===== src/rtl/dac_play_sequencer.sv =====
// dac_play_sequencer
//   Click-free start/stop sequencer for the sigma-delta DAC output path.
//   Every start, stop and source change follows the same order: mute
//   (soft ramp or hard), modulator flush, source switch, gain ramp-up.
//   Lock loss is a hard mute; stream loss, source change and host mute
//   ramp the gain down first.
//
// Ports
//   clk          system clock (1024fs domain)
//   rst          synchronous active-high reset
//   fs_stb_i     one-cycle strobe per sample period
//   pcm_valid_i  PCM sample strobe from the I2S receiver
//   dsd_req_i    asynchronous DSD-mode request pin
//   lock_i       asynchronous PLL lock
//   mute_req_i   host mute bit (clk domain)
//   gain_o       PCM gain to the modulator input multiplier
//   dsm_rst_o    modulator integrator reset
//   mode_dsd_o   output mux select (1 = DSD)
//   dsd_en_o     DSD bitstream gate
//   state_o      current state (0 MUTED, 1 FLUSH, 2 UNMUTE, 3 RUN, 4 MUTE)
//   mute_evt_o   count of entries into MUTE, wraps 255 to 0
module dac_play_sequencer #(
  parameter int GAIN_W      = 16,
  parameter int RAMP_STEP   = 4096,
  parameter int FLUSH_FS    = 32,
  parameter int PCM_TIMEOUT = 64,
  parameter int DEB_FS      = 4
) (
  input  logic              clk,
  input  logic              rst,
  input  logic              fs_stb_i,
  input  logic              pcm_valid_i,
  input  logic              dsd_req_i,
  input  logic              lock_i,
  input  logic              mute_req_i,
  output logic [GAIN_W-1:0] gain_o,
  output logic              dsm_rst_o,
  output logic              mode_dsd_o,
  output logic              dsd_en_o,
  output logic [2:0]        state_o,
  output logic [7:0]        mute_evt_o
);

  localparam int WD_W  = $clog2(PCM_TIMEOUT + 1);
  localparam int FL_W  = $clog2(FLUSH_FS + 1);
  localparam int DEB_W = $clog2(DEB_FS + 1);

  localparam logic [GAIN_W-1:0] GAIN_MAX  = {GAIN_W{1'b1}};
  localparam logic [GAIN_W-1:0] STEP_G    = GAIN_W'(RAMP_STEP);
  localparam logic [GAIN_W:0]   STEP_WIDE = (GAIN_W + 1)'(RAMP_STEP);
  localparam logic [WD_W-1:0]   WD_LIMIT  = WD_W'(PCM_TIMEOUT);
  localparam logic [FL_W-1:0]   FL_LAST   = FL_W'(FLUSH_FS - 1);
  localparam logic [DEB_W-1:0]  DEB_LAST  = DEB_W'(DEB_FS - 1);

  typedef enum logic [2:0] {
    ST_MUTED  = 3'd0,
    ST_FLUSH  = 3'd1,
    ST_UNMUTE = 3'd2,
    ST_RUN    = 3'd3,
    ST_MUTE   = 3'd4
  } state_t;

  state_t            state_q, state_n;
  logic [GAIN_W-1:0] gain_n;
  logic              mode_n;
  logic [7:0]        evt_n;
  logic [FL_W-1:0]   flush_q, flush_n;

  logic              lock_s1, lock_s2;
  logic              dsd_s1, dsd_s2;
  logic              dsd_acc;
  logic [DEB_W-1:0]  deb_q;
  logic [WD_W-1:0]   wd_q;
  logic              pcm_alive;
  logic              stop;

  logic [GAIN_W:0]   gain_sum;
  logic [GAIN_W-1:0] gain_up;
  logic [GAIN_W-1:0] gain_dn;

  // Two-flop synchronisers for the asynchronous pins
  always_ff @(posedge clk) begin
    if (rst) begin
      lock_s1 <= 1'b0;
      lock_s2 <= 1'b0;
      dsd_s1  <= 1'b0;
      dsd_s2  <= 1'b0;
    end else begin
      lock_s1 <= lock_i;
      lock_s2 <= lock_s1;
      dsd_s1  <= dsd_req_i;
      dsd_s2  <= dsd_s1;
    end
  end

  // DSD request debounce: the count only advances while the synced pin
  // disagrees with the accepted value; any agreement restarts it.
  always_ff @(posedge clk) begin
    if (rst) begin
      dsd_acc <= 1'b0;
      deb_q   <= '0;
    end else if (dsd_s2 == dsd_acc) begin
      deb_q <= '0;
    end else if (fs_stb_i) begin
      if (deb_q == DEB_LAST) begin
        dsd_acc <= dsd_s2;
        deb_q   <= '0;
      end else begin
        deb_q <= deb_q + 1'b1;
      end
    end
  end

  // PCM watchdog; a sample strobe beats a coincident fs strobe
  always_ff @(posedge clk) begin
    if (rst) begin
      wd_q <= WD_LIMIT;
    end else if (pcm_valid_i) begin
      wd_q <= '0;
    end else if (fs_stb_i && (wd_q < WD_LIMIT)) begin
      wd_q <= wd_q + 1'b1;
    end
  end

  assign pcm_alive = (wd_q < WD_LIMIT);
  assign stop      = mute_req_i | (dsd_acc != mode_dsd_o) | (!mode_dsd_o & !pcm_alive);

  // Saturating ramp arithmetic, one extra bit to catch overflow
  assign gain_sum = {1'b0, gain_o} + STEP_WIDE;
  assign gain_up  = (gain_sum > {1'b0, GAIN_MAX}) ? GAIN_MAX : gain_sum[GAIN_W-1:0];
  assign gain_dn  = (gain_o > STEP_G) ? (gain_o - STEP_G) : '0;

  // Next-state logic. Lock loss overrides everything as a hard mute.
  // Transitions never apply a gain step in the same cycle.
  always_comb begin
    state_n = state_q;
    gain_n  = gain_o;
    mode_n  = mode_dsd_o;
    evt_n   = mute_evt_o;
    flush_n = flush_q;
    if (!lock_s2) begin
      state_n = ST_MUTED;
      gain_n  = '0;
    end else begin
      case (state_q)
        ST_MUTED: begin
          gain_n  = '0;
          flush_n = '0;
          if (!mute_req_i && (dsd_acc || pcm_alive)) begin
            state_n = ST_FLUSH;
            mode_n  = dsd_acc;
          end
        end
        ST_FLUSH: begin
          gain_n = '0;
          if (stop) begin
            state_n = ST_MUTED;
          end else if (fs_stb_i) begin
            if (flush_q == FL_LAST) begin
              state_n = ST_UNMUTE;
            end else begin
              flush_n = flush_q + 1'b1;
            end
          end
        end
        ST_UNMUTE: begin
          if (stop) begin
            state_n = ST_MUTE;
            evt_n   = mute_evt_o + 8'd1;
          end else if (gain_o == GAIN_MAX) begin
            state_n = ST_RUN;
          end else if (fs_stb_i) begin
            gain_n = gain_up;
          end
        end
        ST_RUN: begin
          gain_n = GAIN_MAX;
          if (stop) begin
            state_n = ST_MUTE;
            evt_n   = mute_evt_o + 8'd1;
          end
        end
        ST_MUTE: begin
          // Committed ramp-down: a clearing stop condition does not reverse it
          if (gain_o == '0) begin
            state_n = ST_MUTED;
          end else if (fs_stb_i) begin
            gain_n = gain_dn;
          end
        end
        default: begin
          state_n = ST_MUTED;
          gain_n  = '0;
        end
      endcase
    end
  end

  // State and registered outputs; the gates follow the next state so
  // they change together with state_o.
  always_ff @(posedge clk) begin
    if (rst) begin
      state_q    <= ST_MUTED;
      gain_o     <= '0;
      mode_dsd_o <= 1'b0;
      mute_evt_o <= 8'd0;
      flush_q    <= '0;
      dsm_rst_o  <= 1'b1;
      dsd_en_o   <= 1'b0;
    end else begin
      state_q    <= state_n;
      gain_o     <= gain_n;
      mode_dsd_o <= mode_n;
      mute_evt_o <= evt_n;
      flush_q    <= flush_n;
      dsm_rst_o  <= (state_n == ST_MUTED);
      dsd_en_o   <= (state_n == ST_RUN) && mode_n;
    end
  end

  assign state_o = state_q;

endmodule


===== config.mk =====
export PLATFORM = sky130hd
export DESIGN_NAME = dac_play_sequencer
export DESIGN_NICKNAME = d
export VERILOG_FILES = /design/src/rtl/dac_play_sequencer.sv
export SDC_FILE = /design/constraint.sdc
export NUM_CORES = 1
export LEC_CHECK = 0
export ABC_CLOCK_PERIOD_IN_PS = 1730
export CORE_MARGIN = 4
export CORE_UTILIZATION = 40
export CTS_CLUSTER_SIZE = 20
export DETAILED_ROUTE_END_ITERATION = 8
export GPL_TIMING_DRIVEN = 1
export PLACE_DENSITY = 0.71
export SKIP_LAST_GASP = 1
export SYNTH_ARGS = -nofsm -noshare
export SYNTH_HDL_FRONTEND = slang
export SYNTH_SLANG_ARGS = --single-unit
export TNS_END_PERCENT = 50

===== constraint.sdc =====
create_clock -name clk -period 1.73 [get_ports clk]
set_input_delay 0.346 -clock clk [delete_from_list [all_inputs] [get_ports clk]]
set_output_delay 0.346 -clock clk [all_outputs]
set_load 0.01 [all_outputs]

# Yosys cells after proc, flatten, opt, wreduce, memory -nomap -nowiden
# Index checks and enable logic that the tools add are counted.
# totals
reg_bits,51
in_bits,7
output_inout_bits,30
# op_classes
addsub,6
magnitude_cmp,3
n_eq_ne,18
mux,28
n_bitwise,5
reduce_logical,20
# ops
cell,count
2-to-1 mux 16 bit,7
one-hot mux 16 bit (3 select lines),1
2-to-1 mux 3 bit,10
2-to-1 mux 6 bit,3
adder 16 x 13 -> 17 bit (second input constant),1
> comparator 17 x 16 -> 1 bit (second input constant),1
== test 16 bit (second input constant),1
> comparator 16 x 13 -> 1 bit (second input constant),1
zero test 16 bit,1
!= test 2 bit (second input constant),8
subtractor 16 x 13 -> 16 bit (second input constant),1
one-hot mux 3 bit (5 select lines),1
2-to-1 mux 7 bit,2
== test 3 x 2 -> 1 bit (second input constant),4
one-hot mux 6 bit (2 select lines),1
AND reduction 5 bit,2
adder 8 x 1 -> 8 bit (second input constant),1
OR reduction 2 bit,4
adder 7 x 1 -> 7 bit (second input constant),1
less-than comparator 7 bit (second input constant),1
adder 6 x 1 -> 6 bit (second input constant),1
== test 6 x 5 -> 1 bit (second input constant),1
zero test 3 bit,2
AND reduction 3 bit,2
other kinds (13),22

# Longest topological paths before layout
# logic_depth
word_depth,9
ltp_mapped,7
mapped_depth_nobuf,7

# Least setup slack after synthesis
# OpenSTA, ideal clock, no wires.
# synth_path
kind,register to register
from,register gain_o[12]
to,register gain_o[12]
setup_ns,0.124
t_arrival_ns,1.803
required_ns,1.606
path_slack_ns,-0.197
stages_incl_launch_ff,8
path_buffers,0
synth_period_minus_slack_ns,1.927
path_cell_list,dfxtp_1 inv_1 ha_1 or4b_2 and2_1 a22oi_1 a21oi_1 o2bb2ai_1
# synth_between
elab_chain_len,7
elab_cells_between_ends,17
cone_classes,add/sub: 2; order compare: 2; eq/ne: 3; mux: 8; reduce/logical: 2
# synth_rtl
element,line,rtl
"start, declared",36,"output logic [GAIN_W-1:0] gain_o,"
"start signal, assigned",212,gain_o <= gain_n;
adder 16 x 13 -> 17 bit,129,"assign gain_sum = {1'b0, gain_o} + STEP_WIDE;"
> comparator 17 x 16 -> 1 bit,130,"assign gain_up = (gain_sum > {1'b0, GAIN_MAX}) ? GAIN_MAX : gain_sum[GAIN_W-1:0];"
2-to-1 mux 16 bit,130,
2-to-1 mux 16 bit,172,end else if (fs_stb_i) begin
2-to-1 mux 16 bit,170,end else if (gain_o == GAIN_MAX) begin
2-to-1 mux 16 bit,167,if (stop) begin
one-hot mux 16 bit (3 select lines),145,case (state_q)
# Parallel ways exist; a longest one is shown, timed or not. The select of a mux whose other input is x is not followed.
# A chain may end at the register's enable or synchronous reset.

# Final worst setup path
# layout_path
from,register gain_o[13]
to,register gain_o[14]
# Same word-level chain as after synthesis.

==> results.md <==
CTS:
- Buffers inserted during clock tree synthesis total 5.
- The H-tree generated during clock tree synthesis spans 2 levels.
- Counting along the longest clock path gives a buffer depth of 2.
- Clock latency on the worst-skew pair, taken at its later pin, is 0.29 ns.
- The clock sink count is 40.
- The clock tree from TritonCTS is done.
- Clock tree synthesis selected as its root buffer the cell clkbuf_8.
- After clock tree synthesis, the clock-pin slew on the worst setup and hold paths is 0.08 ns.
- Hold repair after CTS inserted 0 buffers.

Global route:
- The number of antenna violations at the first check in global routing is 0.
- After global routing the overflow that remains totals 0.
- In the global route stage, overall resource usage came out at 0.1698.
- The number of global-route vias before repair is 2032.
- Entering global routing, the biggest net connects 15 pins.
- The first-pass GRT wire length is 9142 um.

Critical path:
- The capturing point of the worst reg2reg path is gain_o[14].
- Along the worst path, the maximum fanout reaches 4.
- In this design, the largest share of critical-path delay is due to simple AND/OR/NAND/NOR gates.
- Together, buffers and inverters on the worst path number 1.
- The slowest stage of the critical path belongs to the cell or4_4.
- In this run the register-to-register setup slack is -0.1 ns.
- The arrival time of the worst setup path is slightly above 2 ns.
- The worst setup path is launched from a flip-flop.
- The largest single stage delay on the critical path is 0.50 ns.
- The count of cell instances traversed by the critical path is 6.
- The critical register-to-register path startpoint is gain_o[13].
- The number of cells on the worst reg-to-reg path is 6.
- For the worst setup path, the data required time is 1.96 ns.
- STA classifies the critical path endpoint as a flip-flop.
- The category of the critical setup timing path is reg2reg.
- The signal on the critical path passes through buf_4, ha_2, nand4bb_4, or4_4, a311oi_2, a211o_1.

Logic synthesis:
- The cell accounting for the most synthesized area is dfxtp_1.
- The post-synthesis instance area is 2212 um^2.
- After technology mapping, the gate count stands at 267.
- The most instantiated flip-flop cell in the synthesis netlist is dfxtp_1.
- A synthesized cell averages 8.285 um^2.
- The portion of the post-synthesis area used by sequential elements is 0.3620.
- By area the synthesized netlist is led by dfxtp_1, nor2_1, ha_1, nand2_1, o21ai_0.
- The number of nets in the synthesized netlist is 283.
- Counting flops with a built-in enable in the synthesized netlist gives 0.
- The count of state elements after synthesis is 40.
- Of the post-synthesis cell area, the dominant cell type holds 0.3620.
- For this run, the number of Yosys warnings is 0.
- The share of flip-flops with an asynchronous set or reset after synthesis is 0.
- In this run, distinct cell masters in the synthesized netlist total 52.

Outcome:
- The flow ran to the end, but the final reports show violations.
- The checks that failed: negative setup slack.

Placed design:
- The half-perimeter wire length after detailed placement is roughly 4000 um.
- The placement-stage cell area is 2908 um^2.
- Before CTS, the worst setup slack after placement is -0.3558 ns.
- The number of placed instances, taps included, is 398.
- The number of I/O port buffers is 36.
- The routability congestion estimate from global placement is 0.8602.

Finish:
- Counting the fill cells in the layout gives 439.
- Once layout is complete, the cells apart from fillers number approximately 400.
- The fraction of layout cells with a size suffix above 1 is 0.3099.
- Compared with the post-synthesis result, the final layout area differs by 46.78%.
- 0 antenna diodes ended up in the layout.
- The post-route core utilization is 0.6199.
- The library cells used most frequently in the layout, excluding fill and tap cells, are buf_4, clkdlybuf4s50_1, dfxtp_1.
- The commonest non-fill, non-tap cell in the layout is buf_4.
- The final net count is 358.
- The cell area after layout is 3247 um^2.

Timing:
- Hold is met by 0.4484 ns.
- The final hold violation count is 0.
- The max-slew violation count came to 0.
- Of the available clock period, the critical path in the final layout requires 1.057.
- Static timing analysis puts the maximum clock frequency at 546.8 MHz.
- Setup repair after global routing could not meet its margin everywhere.
- The time the worst path needs with I/O delays and setup is roughly 1.8 ns.
- The worst-case setup margin in the final layout is -0.09879 ns.
- The final count of negative-setup-slack endpoints is 20.
- The post-route setup TNS is -0.8216 ns.
- The slew of the pin with the lowest slew margin is 0.4221 ns.
- Measured against its own limit, the worst slew margin works out to 0.7175.
- The clock skew is 0.005780 ns.

Floorplan:
- The die outline width is around 82 um.
- The initial utilization of the core area, before any placement, comes to 0.4224.
- The y dimension of the die is 82.37 um.
- 37 I/O pins were placed.
- The core box area is 5238 um^2.
- The die covers 6784 um^2.
- After floorplanning, the core was divided into 26 placement rows.

Hold path:
- The path class of the tightest hold or removal check is reg2reg.
- The worst hold path was traced through 2 stages.
- In this run the most critical hold path is launched from deb_q[2].
- The worst hold path terminates at deb_q[2].

Detailed routing:
- The length of the first detailed-routing pass in iterations is 4.
- For this run, design rule violations remaining after detail routing come to 0.
- The post-detailed-route wirelength per cell is between 10 and 15 um.
- The total detailed-routing wirelength is 5550 um.
- The detail route stage leaves a number of antenna-violating nets equal to 0.
- For this block, the initial DRC count from the detailed router was 152.
- The per-cell via count in the routed design is 5.243.
- The via count is 2160.

Flow run:
- The tool flagged a number of max-cap violations equal to 0.

Power and ir drop:
- The maximum resistive drop on vdd is 480.5 uV.
- The leakage power is between 1 and 1.5 nW.
- The power per cell area is 598.5 nW/um^2.
- The design draws roughly 1.9 mW.
==> synthesized netlist by cell type (2+ instances only) <==
master / count
mux2i_1: 5
nand4_1: 6
inv_1: 7
o31ai_1: 3
xor2_1: 8
a31oi_1: 7
dfxtp_1: 40
nand3_1: 7
o21ai_0: 20
nor3_1: 2
nor2b_1: 10
o2111a_1: 2
xnor2_1: 5
ha_1: 9
nor4_1: 2
and3_1: 4
nand2b_1: 5
a21oi_1: 8
nand2_1: 27
buf_4: 11
o2bb2ai_1: 3
nor2_1: 31
a21boi_0: 2
or4_1: 2
or3_1: 5
o211a_1: 2
clkbuf_1: 9
==> cells by family after synthesis <==
family / count (synthesis) / synth area share
xor gates and xnor gates: 13 / 0.05147
buffers and inverters: 28 / 0.06674
DFF: 40 / 0.3620
muxes: 6 / 0.02772
AOI/OAI and AO/OA: 58 / 0.1759
adders and majority gates: 9 / 0.05091
and+or+nand+nor: 113 / 0.2653
==> metal layers <==
| layer | vias up | part of all wire | global-route usage |
|---|---|---|---|
| met5 | - | 0 | 0 |
| met1 | 1018 | 0.45 | 0.2168 |
| met2 | 47 | 0.49 | 0.2925 |
| li1 | 1087 | - | - |
| met4 | 0 | 0.0099 | 0.04319 |
| met3 | 8 | 0.043 | 0.03145 |
==> state kept, by name (all words and copies together) (netlist names) <==
signal / cells
gain_o: 5
lock_s2: 1
dsd_acc: 1
dsd_en_o: 1
dsm_rst_o: 1
mode_dsd_o: 1
state_o: 3
deb_q: 3
dsd_s2: 1
dsd_s1: 1
lock_s1: 1
wd_q: 7
mute_evt_o: 8
flush_q: 6
==> area by class of cell <==
cell class | instances | area, um^2 | area share
Inverter | 7 | 26.28 | 0.008092
Sequential cell | 40 | 812.0 | 0.2501
Clock buffer | 5 | 68.82 | 0.02119
Multi-Input combinational cell | 199 | 1425 | 0.4389
Clock inverter | 2 | 60.06 | 0.01850
Timing Repair Buffer | 89 | 767.0 | 0.2362
Tap cell | 70 | 87.58 | 0.02697
==> worst max-delay path by stage <==
| stage | slack [ns] | endpoint | start |
|---|---|---|---|
| final | -0.1 | gain_o[14] | gain_o[13] |
| after global routing | -0.17 | gain_o[14] | wd_q[6] |
| after global placement | -0.33 | mute_evt_o[7] | mute_req_i |
| after floorplan | -0.06 | mute_evt_o[7] | wd_q[6] |
| after CTS | -0.15 | gain_o[14] | dsd_acc |
| after detailed placement | -0.36 | gain_o[14] | mute_req_i |
==> report_power, final <==
group | total (mW) | switching [mW] | internal, mW
sequential | 0.932 | 0.00436 | 0.928
clock | 0.887 | 0.319 | 0.568
combinational | 0.124 | 0.0556 | 0.0685
==> tightest hold or removal path, cell delays in order (launching register included) <==
cell     delay [ns]
dfxtp_1        0.32
nand2_1        0.06
nor2_1         0.03
==> timing repair <==
action,in CTS,in global routing
gates resized for setup,14,32
pin swaps,19,13
endpoints found under the setup margin,24,30
setup buffers,5,3
Power figures use the tool's default switching activity.
